<file path="config.mk">
export PLATFORM = sky130hd
export DESIGN_NAME = hsi_mse_acc_flat
export DESIGN_NICKNAME = d
export VERILOG_FILES = /design/src/rtl/hsi_mse_acc_pkg.sv /design/src/rtl/hsi_mse_acc_if.sv /design/src/rtl/hsi_mse_div.sv /design/src/rtl/hsi_mse_acc.sv /design/src/flat_wrapper.sv
export SDC_FILE = /design/constraint.sdc
export NUM_CORES = 1
export LEC_CHECK = 0
export BUFFER_PORTS_ARGS = -buffer_cell sky130_fd_sc_hd__buf_2
export CELL_PAD_IN_SITES_DETAIL_PLACEMENT = 1
export CELL_PAD_IN_SITES_GLOBAL_PLACEMENT = 2
export CORE_AREA = 2 2 219 221
export DETAILED_ROUTE_END_ITERATION = 8
export DIE_AREA = 0 0 221 223
export GPL_ROUTABILITY_DRIVEN = 0
export PLACE_DENSITY = 0.84
export SYNTH_ARGS = -nofsm -noshare
export SYNTH_HDL_FRONTEND = slang
export SYNTH_SLANG_ARGS = --single-unit
</file>
<file path="constraint.sdc">
create_clock -name clk -period 10.61 [get_ports clk]
set_input_delay 0.5305 -clock clk [delete_from_list [all_inputs] [get_ports clk]]
set_output_delay 0.5305 -clock clk [all_outputs]
set_load 0.01 [all_outputs]
</file>
<file path="src/rtl/hsi_mse_acc_pkg.sv">
// Shared types and helpers for the hyperspectral MSE accumulator.
//   state_e    : top-level FSM states
//   acc_width  : accumulator width needed for a full vector of worst-case squares
//   sat_resize : clamp a value to out_w bits, saturating to all-ones on overflow
package hsi_mse_acc_pkg;

  typedef enum logic [1:0] {
    Accum,
    Drain,
    Divide,
    Output
  } state_e;

  // Each square needs 2*elem_w bits; summing up to 2**bands_addr of them adds bands_addr bits.
  function automatic int unsigned acc_width(int unsigned elem_w, int unsigned bands_addr);
    return 2 * elem_w + bands_addr;
  endfunction

  function automatic logic [63:0] sat_resize(logic [63:0] val, int unsigned out_w);
    logic [63:0] mask;
    if (out_w >= 64) begin
      return val;
    end
    mask = (64'd1 << out_w) - 64'd1;
    return ((val & ~mask) != 64'd0) ? mask : val;
  endfunction

endpackage

</file>
<file path="src/rtl/hsi_mse_acc_if.sv">
// Band stream in / MSE result out bundle for hsi_mse_acc.
//   master : the stream source and result consumer (drives band_*, observes mse_out_*)
//   slave  : the accumulator itself
interface hsi_mse_acc_if #(
  parameter int unsigned ELEMENT_WIDTH = 16,
  parameter int unsigned WORD_WIDTH    = 32,
  parameter int unsigned REF_WIDTH     = 8
);

  logic                     band_valid;
  logic                     band_ready;
  logic [ELEMENT_WIDTH-1:0] pixel_elem;
  logic [ELEMENT_WIDTH-1:0] ref_elem;
  logic                     band_last;
  logic [REF_WIDTH-1:0]     vector_ref;
  logic                     mse_out_valid;
  logic [WORD_WIDTH-1:0]    mse_out_value;
  logic [REF_WIDTH-1:0]     mse_out_ref;
  logic                     mse_out_truncated;

  modport master (
    output band_valid, pixel_elem, ref_elem, band_last, vector_ref,
    input  band_ready, mse_out_valid, mse_out_value, mse_out_ref, mse_out_truncated
  );

  modport slave (
    input  band_valid, pixel_elem, ref_elem, band_last, vector_ref,
    output band_ready, mse_out_valid, mse_out_value, mse_out_ref, mse_out_truncated
  );

endinterface

</file>
<file path="src/rtl/hsi_mse_div.sv">
// Sequential restoring divider, one quotient bit per cycle.
// The load cycle already performs the first step, so quotient_o is final and done_o
// pulses exactly DividendWidth cycles after the cycle start_i is high.
//   clk, rst     : clock, async active-high reset
//   clear        : synchronous abort
//   start_i      : load dividend_i / divisor_i (divisor must be non-zero)
//   busy_o       : iterations still pending
//   done_o       : one-cycle pulse, quotient_o valid
//   quotient_o   : quotient, held until the next start_i
module hsi_mse_div #(
  parameter int unsigned DividendWidth = 39,
  parameter int unsigned DivisorWidth  = 8
) (
  input  logic                     clk,
  input  logic                     rst,
  input  logic                     clear,
  input  logic                     start_i,
  input  logic [DividendWidth-1:0] dividend_i,
  input  logic [DivisorWidth-1:0]  divisor_i,
  output logic                     busy_o,
  output logic                     done_o,
  output logic [DividendWidth-1:0] quotient_o
);

  localparam int unsigned CntW = $clog2(DividendWidth + 1);

  logic [DividendWidth-1:0] quo_q, quo_d;
  logic [DivisorWidth-1:0]  rem_q, rem_d;
  logic [DivisorWidth-1:0]  div_q, div_d;
  logic [CntW-1:0]          cnt_q, cnt_d;
  logic                     busy_q, busy_d;
  logic                     done_q, done_d;

  logic [DividendWidth-1:0] src_quo, step_quo;
  logic [DivisorWidth-1:0]  src_rem, src_div, step_rem;
  logic [DivisorWidth:0]    rem_sh, rem_sub;

  // One restoring step on either the freshly loaded operands or the running state.
  always_comb begin
    src_rem = rem_q;
    src_quo = quo_q;
    src_div = div_q;
    if (start_i) begin
      src_rem = '0;
      src_quo = dividend_i;
      src_div = divisor_i;
    end
    rem_sh  = {src_rem, src_quo[DividendWidth-1]};
    rem_sub = rem_sh - {1'b0, src_div};
    if (rem_sh >= {1'b0, src_div}) begin
      step_rem = rem_sub[DivisorWidth-1:0];
      step_quo = {src_quo[DividendWidth-2:0], 1'b1};
    end else begin
      // rem_sh < divisor here, so its top bit is zero
      step_rem = rem_sh[DivisorWidth-1:0];
      step_quo = {src_quo[DividendWidth-2:0], 1'b0};
    end
  end

  always_comb begin
    quo_d  = quo_q;
    rem_d  = rem_q;
    div_d  = div_q;
    cnt_d  = cnt_q;
    busy_d = busy_q;
    done_d = 1'b0;
    if (clear) begin
      quo_d  = '0;
      rem_d  = '0;
      div_d  = '0;
      cnt_d  = '0;
      busy_d = 1'b0;
    end else if (start_i) begin
      quo_d  = step_quo;
      rem_d  = step_rem;
      div_d  = divisor_i;
      cnt_d  = CntW'(DividendWidth - 1);
      busy_d = 1'b1;
    end else if (busy_q) begin
      quo_d = step_quo;
      rem_d = step_rem;
      cnt_d = cnt_q - CntW'(1);
      if (cnt_q == CntW'(1)) begin
        busy_d = 1'b0;
        done_d = 1'b1;
      end
    end
  end

  always_ff @(posedge clk or posedge rst) begin
    if (rst) begin
      quo_q  <= '0;
      rem_q  <= '0;
      div_q  <= '0;
      cnt_q  <= '0;
      busy_q <= 1'b0;
      done_q <= 1'b0;
    end else begin
      quo_q  <= quo_d;
      rem_q  <= rem_d;
      div_q  <= div_d;
      cnt_q  <= cnt_d;
      busy_q <= busy_d;
      done_q <= done_d;
    end
  end

  assign busy_o     = busy_q;
  assign done_o     = done_q;
  assign quotient_o = quo_q;

endmodule

</file>
<file path="src/rtl/hsi_mse_acc.sv">
// Mean squared error between one hyperspectral pixel and one library vector,
// streamed one band per cycle; feeds the MSE min/max comparator.
//   clk, rst : clock, async active-high reset
//   clear    : synchronous abort to idle, discards the vector in flight
//   bus      : band stream (valid/ready, samples, last, vector_ref) and the
//              registered result (one-cycle valid pulse, value, ref, truncated)
// Pipeline: S1 registers |pixel - ref|, S2 folds its square into the accumulator.
// After the last band: one DRAIN cycle, ACC_WIDTH divider cycles, one OUTPUT cycle.
module hsi_mse_acc
  import hsi_mse_acc_pkg::*;
#(
  parameter int unsigned WORD_WIDTH            = 32,
  parameter int unsigned ELEMENT_WIDTH         = 16,
  parameter int unsigned HSI_BANDS             = 128,
  parameter int unsigned HSI_BANDS_ADDR        = $clog2(HSI_BANDS),
  parameter int unsigned HSI_LIBRARY_SIZE      = 256,
  parameter int unsigned HSI_LIBRARY_SIZE_ADDR = $clog2(HSI_LIBRARY_SIZE),
  parameter int unsigned ACC_WIDTH             = acc_width(ELEMENT_WIDTH, HSI_BANDS_ADDR)
) (
  input  logic          clk,
  input  logic          rst,
  input  logic          clear,
  hsi_mse_acc_if.slave  bus
);

  localparam int unsigned CntW = HSI_BANDS_ADDR + 1;

  state_e                           state_q, state_d;
  logic                             ready_q, ready_d;
  logic [ELEMENT_WIDTH-1:0]         s1_diff_q, s1_diff_d;
  logic                             s1_valid_q, s1_valid_d;
  logic [ACC_WIDTH-1:0]             acc_q, acc_d;
  logic [CntW-1:0]                  cnt_q, cnt_d;
  logic [HSI_LIBRARY_SIZE_ADDR-1:0] ref_q, ref_d;
  logic                             trunc_q, trunc_d;
  logic                             out_valid_q, out_valid_d;
  logic [WORD_WIDTH-1:0]            out_value_q, out_value_d;
  logic [HSI_LIBRARY_SIZE_ADDR-1:0] out_ref_q, out_ref_d;
  logic                             out_trunc_q, out_trunc_d;

  logic                       hs;
  logic [ELEMENT_WIDTH-1:0]   abs_diff;
  logic [2*ELEMENT_WIDTH-1:0] sq;
  logic [CntW-1:0]            cnt_inc;
  logic                       div_start;
  logic                       div_busy;
  logic                       div_done;
  logic [ACC_WIDTH-1:0]       div_quo;

  assign hs       = bus.band_valid && ready_q;
  assign abs_diff = (bus.pixel_elem >= bus.ref_elem) ? (bus.pixel_elem - bus.ref_elem)
                                                     : (bus.ref_elem - bus.pixel_elem);
  assign sq       = (2*ELEMENT_WIDTH)'(s1_diff_q) * (2*ELEMENT_WIDTH)'(s1_diff_q);
  assign cnt_inc  = cnt_q + CntW'(1);

  always_comb begin
    state_d     = state_q;
    ready_d     = ready_q;
    s1_diff_d   = s1_diff_q;
    s1_valid_d  = 1'b0;
    acc_d       = acc_q;
    cnt_d       = cnt_q;
    ref_d       = ref_q;
    trunc_d     = trunc_q;
    out_valid_d = 1'b0;
    out_value_d = out_value_q;
    out_ref_d   = out_ref_q;
    out_trunc_d = out_trunc_q;
    div_start   = 1'b0;

    // S2 runs in every state; only ACCUM and DRAIN ever see s1_valid_q set.
    if (s1_valid_q) begin
      acc_d = acc_q + ACC_WIDTH'(sq);
    end

    case (state_q)
      Accum: begin
        if (hs) begin
          s1_valid_d = 1'b1;
          s1_diff_d  = abs_diff;
          cnt_d      = cnt_inc;
          if (cnt_q == '0) begin
            ref_d = bus.vector_ref;
          end
          if (bus.band_last || (cnt_inc == CntW'(HSI_BANDS))) begin
            state_d = Drain;
            ready_d = 1'b0;
            trunc_d = !bus.band_last;
          end
        end
      end
      Drain: begin
        // The last square lands this cycle, so the divider loads acc_d, not acc_q.
        div_start = 1'b1;
        state_d   = Divide;
      end
      Divide: begin
        if (div_done) begin
          state_d     = Output;
          out_valid_d = 1'b1;
          out_value_d = WORD_WIDTH'(sat_resize(64'(div_quo), WORD_WIDTH));
          out_ref_d   = ref_q;
          out_trunc_d = trunc_q;
        end
      end
      Output: begin
        state_d = Accum;
        ready_d = 1'b1;
        acc_d   = '0;
        cnt_d   = '0;
        trunc_d = 1'b0;
      end
      default: begin
        state_d = Accum;
        ready_d = 1'b1;
      end
    endcase

    if (clear) begin
      state_d     = Accum;
      ready_d     = 1'b1;
      s1_diff_d   = '0;
      s1_valid_d  = 1'b0;
      acc_d       = '0;
      cnt_d       = '0;
      ref_d       = '0;
      trunc_d     = 1'b0;
      out_valid_d = 1'b0;
      out_value_d = '0;
      out_ref_d   = '0;
      out_trunc_d = 1'b0;
      div_start   = 1'b0;
    end
  end

  always_ff @(posedge clk or posedge rst) begin
    if (rst) begin
      state_q     <= Accum;
      ready_q     <= 1'b1;
      s1_diff_q   <= '0;
      s1_valid_q  <= 1'b0;
      acc_q       <= '0;
      cnt_q       <= '0;
      ref_q       <= '0;
      trunc_q     <= 1'b0;
      out_valid_q <= 1'b0;
      out_value_q <= '0;
      out_ref_q   <= '0;
      out_trunc_q <= 1'b0;
    end else begin
      state_q     <= state_d;
      ready_q     <= ready_d;
      s1_diff_q   <= s1_diff_d;
      s1_valid_q  <= s1_valid_d;
      acc_q       <= acc_d;
      cnt_q       <= cnt_d;
      ref_q       <= ref_d;
      trunc_q     <= trunc_d;
      out_valid_q <= out_valid_d;
      out_value_q <= out_value_d;
      out_ref_q   <= out_ref_d;
      out_trunc_q <= out_trunc_d;
    end
  end

  hsi_mse_div #(
    .DividendWidth(ACC_WIDTH),
    .DivisorWidth (CntW)
  ) u_div (
    .clk       (clk),
    .rst       (rst),
    .clear     (clear),
    .start_i   (div_start),
    .dividend_i(acc_d),
    .divisor_i (cnt_q),
    .busy_o    (div_busy),
    .done_o    (div_done),
    .quotient_o(div_quo)
  );

  // The divider is always either iterating or presenting its result while we wait on it.
  a_divide_tracks_div : assert property (
    @(posedge clk) disable iff (rst) (state_q == Divide) |-> (div_busy || div_done)
  );

  assign bus.band_ready        = ready_q;
  assign bus.mse_out_valid     = out_valid_q;
  assign bus.mse_out_value     = out_value_q;
  assign bus.mse_out_ref       = out_ref_q;
  assign bus.mse_out_truncated = out_trunc_q;

endmodule

</file>
<file path="src/flat_wrapper.sv">
// flat-port wrapper written by rule: the top's interface ports become plain ports
module hsi_mse_acc_flat import hsi_mse_acc_pkg::*;
#(
  parameter int unsigned WORD_WIDTH            = 32,
  parameter int unsigned ELEMENT_WIDTH         = 16,
  parameter int unsigned HSI_BANDS             = 128,
  parameter int unsigned HSI_BANDS_ADDR        = $clog2(HSI_BANDS),
  parameter int unsigned HSI_LIBRARY_SIZE      = 256,
  parameter int unsigned HSI_LIBRARY_SIZE_ADDR = $clog2(HSI_LIBRARY_SIZE),
  parameter int unsigned ACC_WIDTH             = acc_width(ELEMENT_WIDTH, HSI_BANDS_ADDR)
)
  (clk, rst, clear, bus_band_valid, bus_pixel_elem, bus_ref_elem, bus_band_last, bus_vector_ref, bus_band_ready, bus_mse_out_valid, bus_mse_out_value, bus_mse_out_ref, bus_mse_out_truncated);
  hsi_mse_acc_if #(.ELEMENT_WIDTH(ELEMENT_WIDTH), .WORD_WIDTH(WORD_WIDTH)) bus_i ();
  input  logic clk;
  input  logic rst;
  input  logic clear;
  input wire logic [$bits(bus_i.band_valid)-1:0] bus_band_valid;
  input wire logic [$bits(bus_i.pixel_elem)-1:0] bus_pixel_elem;
  input wire logic [$bits(bus_i.ref_elem)-1:0] bus_ref_elem;
  input wire logic [$bits(bus_i.band_last)-1:0] bus_band_last;
  input wire logic [$bits(bus_i.vector_ref)-1:0] bus_vector_ref;
  output wire logic [$bits(bus_i.band_ready)-1:0] bus_band_ready;
  output wire logic [$bits(bus_i.mse_out_valid)-1:0] bus_mse_out_valid;
  output wire logic [$bits(bus_i.mse_out_value)-1:0] bus_mse_out_value;
  output wire logic [$bits(bus_i.mse_out_ref)-1:0] bus_mse_out_ref;
  output wire logic [$bits(bus_i.mse_out_truncated)-1:0] bus_mse_out_truncated;
  assign bus_i.band_valid = bus_band_valid;
  assign bus_i.pixel_elem = bus_pixel_elem;
  assign bus_i.ref_elem = bus_ref_elem;
  assign bus_i.band_last = bus_band_last;
  assign bus_i.vector_ref = bus_vector_ref;
  assign bus_band_ready = bus_i.band_ready;
  assign bus_mse_out_valid = bus_i.mse_out_valid;
  assign bus_mse_out_value = bus_i.mse_out_value;
  assign bus_mse_out_ref = bus_i.mse_out_ref;
  assign bus_mse_out_truncated = bus_i.mse_out_truncated;
  hsi_mse_acc #(.WORD_WIDTH(WORD_WIDTH), .ELEMENT_WIDTH(ELEMENT_WIDTH), .HSI_BANDS(HSI_BANDS), .HSI_BANDS_ADDR(HSI_BANDS_ADDR), .HSI_LIBRARY_SIZE(HSI_LIBRARY_SIZE), .HSI_LIBRARY_SIZE_ADDR(HSI_LIBRARY_SIZE_ADDR), .ACC_WIDTH(ACC_WIDTH)) u_core (.clk(clk), .rst(rst), .clear(clear), .bus(bus_i));
endmodule
</file>
==> results.cfg <==
[synth]
synth_area_per_cell_sq_um = 8.905
synth_cell_type_count = 76
yosys.area.top_type_share_pct = 24.31
synth_commonest_cells = 434 x inv_1, 198 x fa_1, 194 x nand2_1, 180 x dfrtp_1, 156 x ha_1
ys_seq_area_share_pct = 24.45
synth_top_family_by_area = adder cells
synth-xor-area-share_pct = 2.741
synth_mux_area_share_pct = 4.814
synth_top_cell_by_area = dfrtp_1
syn_area_sq_mm = 0.01853
synth_seq_cells = 181
dominantRegCellSynth = dfrtp_1
synth_edf_count = 0
synth_most_common_cell = inv_1
async_flop_share_pct = 100.0
synth_compound_area_share_pct = 12.49
synth-simple-area-share_pct = 12.88
syn_inst = 2081
synth_warnings = 0
synth_fa_ha_area_share_pct = 31.92
syn_nets = 2480
synth_area_leaders = dfrtp_1 24%, fa_1 21%, ha_1 11%

[global_routing]
grt.total_usage_pct = 20.73
antenna_found_initial = 2
overflow = 0
grt_max_degree = 108
grt_pass1_vias = 15470
grt_pass1_wl_um = 81520

[sta]
period_needed_ns = 8.711
tightest_slew_ns = 1.067
fin_skew_ns = 0.01326
fin_ws_ns = 1.899
period_share_pct = 82.10
fmax_mhz = 114.8
whs_ns = 0.1975
finalHoldViolations = 0
rsz0062_at_grt = false
drv_slew = 0
maxSlewHeadroom_pct = 28.71
setup_tns_ns = 0
setup_viol = 0

[setup_path]
critical_path.endpoint_type = flip-flop
cp.required_ns = 10.99
crit_arrival_ns = 9.09
cp_num_buf_inv = 7
cp_common_cell = inv_1
path_class = flip-flop to flip-flop
slowest_stage = dfrtp_1
path_delay_family = adder cells
crit_path_max_incr_delay_ns = 0.68
crit_path_start_kind = flip-flop
path_max_fanout = 14

[clocking]
cts.sinks = 181
ctsHtreeMaxLevel = 4
cts_resized = 0
post-cts-setup-buffers = 0
holdBufCountCts = 0
cts-root-buf = clkbuf_16
clock_tree.buffer_depth = 2
path_clk_slew_ns = 0.08
cts_tree = yes
numCtsBuffers = 17
clkLatencyLatePin_ns = 0.49

[drt]
drtAntennaViolNets = 0
drc = 0
vias = 14170
drt_iter0_drc = 562
wl_per_cell_um = 18.07
routed_via_density = 5.178
drt-total-wl_um = 49470
firstDrtPassIters = 4

[final_layout]
drive_gt1_share_pct = 7.874
nets = 2508
syn_to_final_growth_pct = 8.285
nFillCells = 5552

[die]
fp.dieW_um = 221
design.die.area_sq_mm = 0.04928
coreArea_sq_mm = 0.04715
rows = 80
start_util_pct = 39.30
io_pins = 88
die_y_um = 223

[placement]
hpwl_um = 40100
portBuffers = 87
pre_cts_ws_ns = 1.950

[worst_hold_path]
hp-class = input pin to async pin

[power]
powerDensity_mw_per_mm2 = 173.1
leakage_nw = 10.68
vdd_drop_max_v = 0.0001770

[run_status]
status = completed

[job]
drv_cap = 0
-- flip-flops by register name, indices dropped and copies added, names as in the netlist, 2 cells and up --
register,flops
u_core.u_div.div_q,8
u_core.bus.mse_out_ref,8
u_core.state_q,2
u_core.u_div.rem_q,8
u_core.acc_q,39
u_core.u_div.quotient_o,39
u_core.bus.mse_out_value,32
u_core.ref_q,8
u_core.cnt_q,8
u_core.u_div.cnt_q,6
u_core.s1_diff_q,16
-- per-layer routing --
metal,global-route usage [%],vias to the layer above,routed length [um]
li1,-,6676,-
met4,5.802,0,1062
met5,0,-,0
met1,26.32,7312,21520
met3,3.095,52,1144
met2,36.68,133,25740
-- placed cells by master (no fill, tap or decap), drive strengths merged, types with 4 or more instances in the layout --
cell type	count
a22o	14
clkinv	4
nor4	6
and2	45
ha	156
o21a	10
inv	442
or3	5
o31ai	4
xnor2	38
a21oi	103
clkbuf	18
nand4	13
xor2	20
o211ai	8
nor2b	21
mux2	6
nand2	195
nor3	15
nand2b	11
o21bai	8
o21ai	85
nor2	155
nand3	25
o22ai	20
a21o	30
or2	10
fa	198
a31oi	13
dfrtp	180
buf	96
and4	4
mux2i	82
and3	10
a211oi	29
-- logic make-up after synthesis --
family	after synthesis
compound gates	355
xor+xnor	58
fa+ha+maj	354
buf+inv	521
flops	181
mux	88
simple gates	524
-- power by group --
| part | total (W) | switching (W) | internal [W] | leakage, nW |
|---|---|---|---|---|
| clock | 0.000660 | 0.000326 | 0.000335 | 0.287 |
| sequential | 0.000929 | 0.000153 | 0.000776 | 2.49 |
| combinational | 0.00188 | 0.00116 | 0.000723 | 7.90 |
| total | 0.00347 | 0.00164 | 0.00183 | 10.7 |
-- metrics by stage --
step                      util [%]  cells  total power [W]  area (sq um)
after floorplan                  -   2081         0.002316         18530
after global placement       41.31   2705         0.002762         19470
after detailed placement     41.31   2705         0.002841         19470
after CTS                    42.56   2736         0.003520         20060
after global routing         42.56   2736         0.003803         20060
final                        42.56   2737         0.003473         20070
-- area by class of cell --
class | instances | area [sq um] | area share [%]
sequential | 181 | 4533 | 22.59
multi-input combinational | 1379 | 12030 | 59.96
inverter | 434 | 1637 | 8.156
tap | 615 | 769.5 | 3.835
clock buffer | 18 | 429.2 | 2.139
antenna | 1 | 2.502 | 0.01247
timing repair buffer | 96 | 503.0 | 2.507
clock inverter | 13 | 160.2 | 0.7982
-- path summary, 6_finish.rpt --
check	from	to	slack (ns)	cells past startpoint
min	rst	u_core.bus.mse_out_value[28]	0.20	2
max in group asynchronous	rst	u_core.s1_valid_q	8.82	3
max	u_core.s1_diff_q[11]	u_core.u_div.rem_q[2]	1.90	33
min in group clk	bus_vector_ref[7]	u_core.ref_q[7]	0.29	3
min reg2reg	u_core.bus.mse_out_value[24]	u_core.bus.mse_out_value[24]	0.46	2
max reg2reg	u_core.s1_diff_q[11]	u_core.u_div.rem_q[2]	1.90	33
No activity file was read; power rests on OpenSTA's default activity.
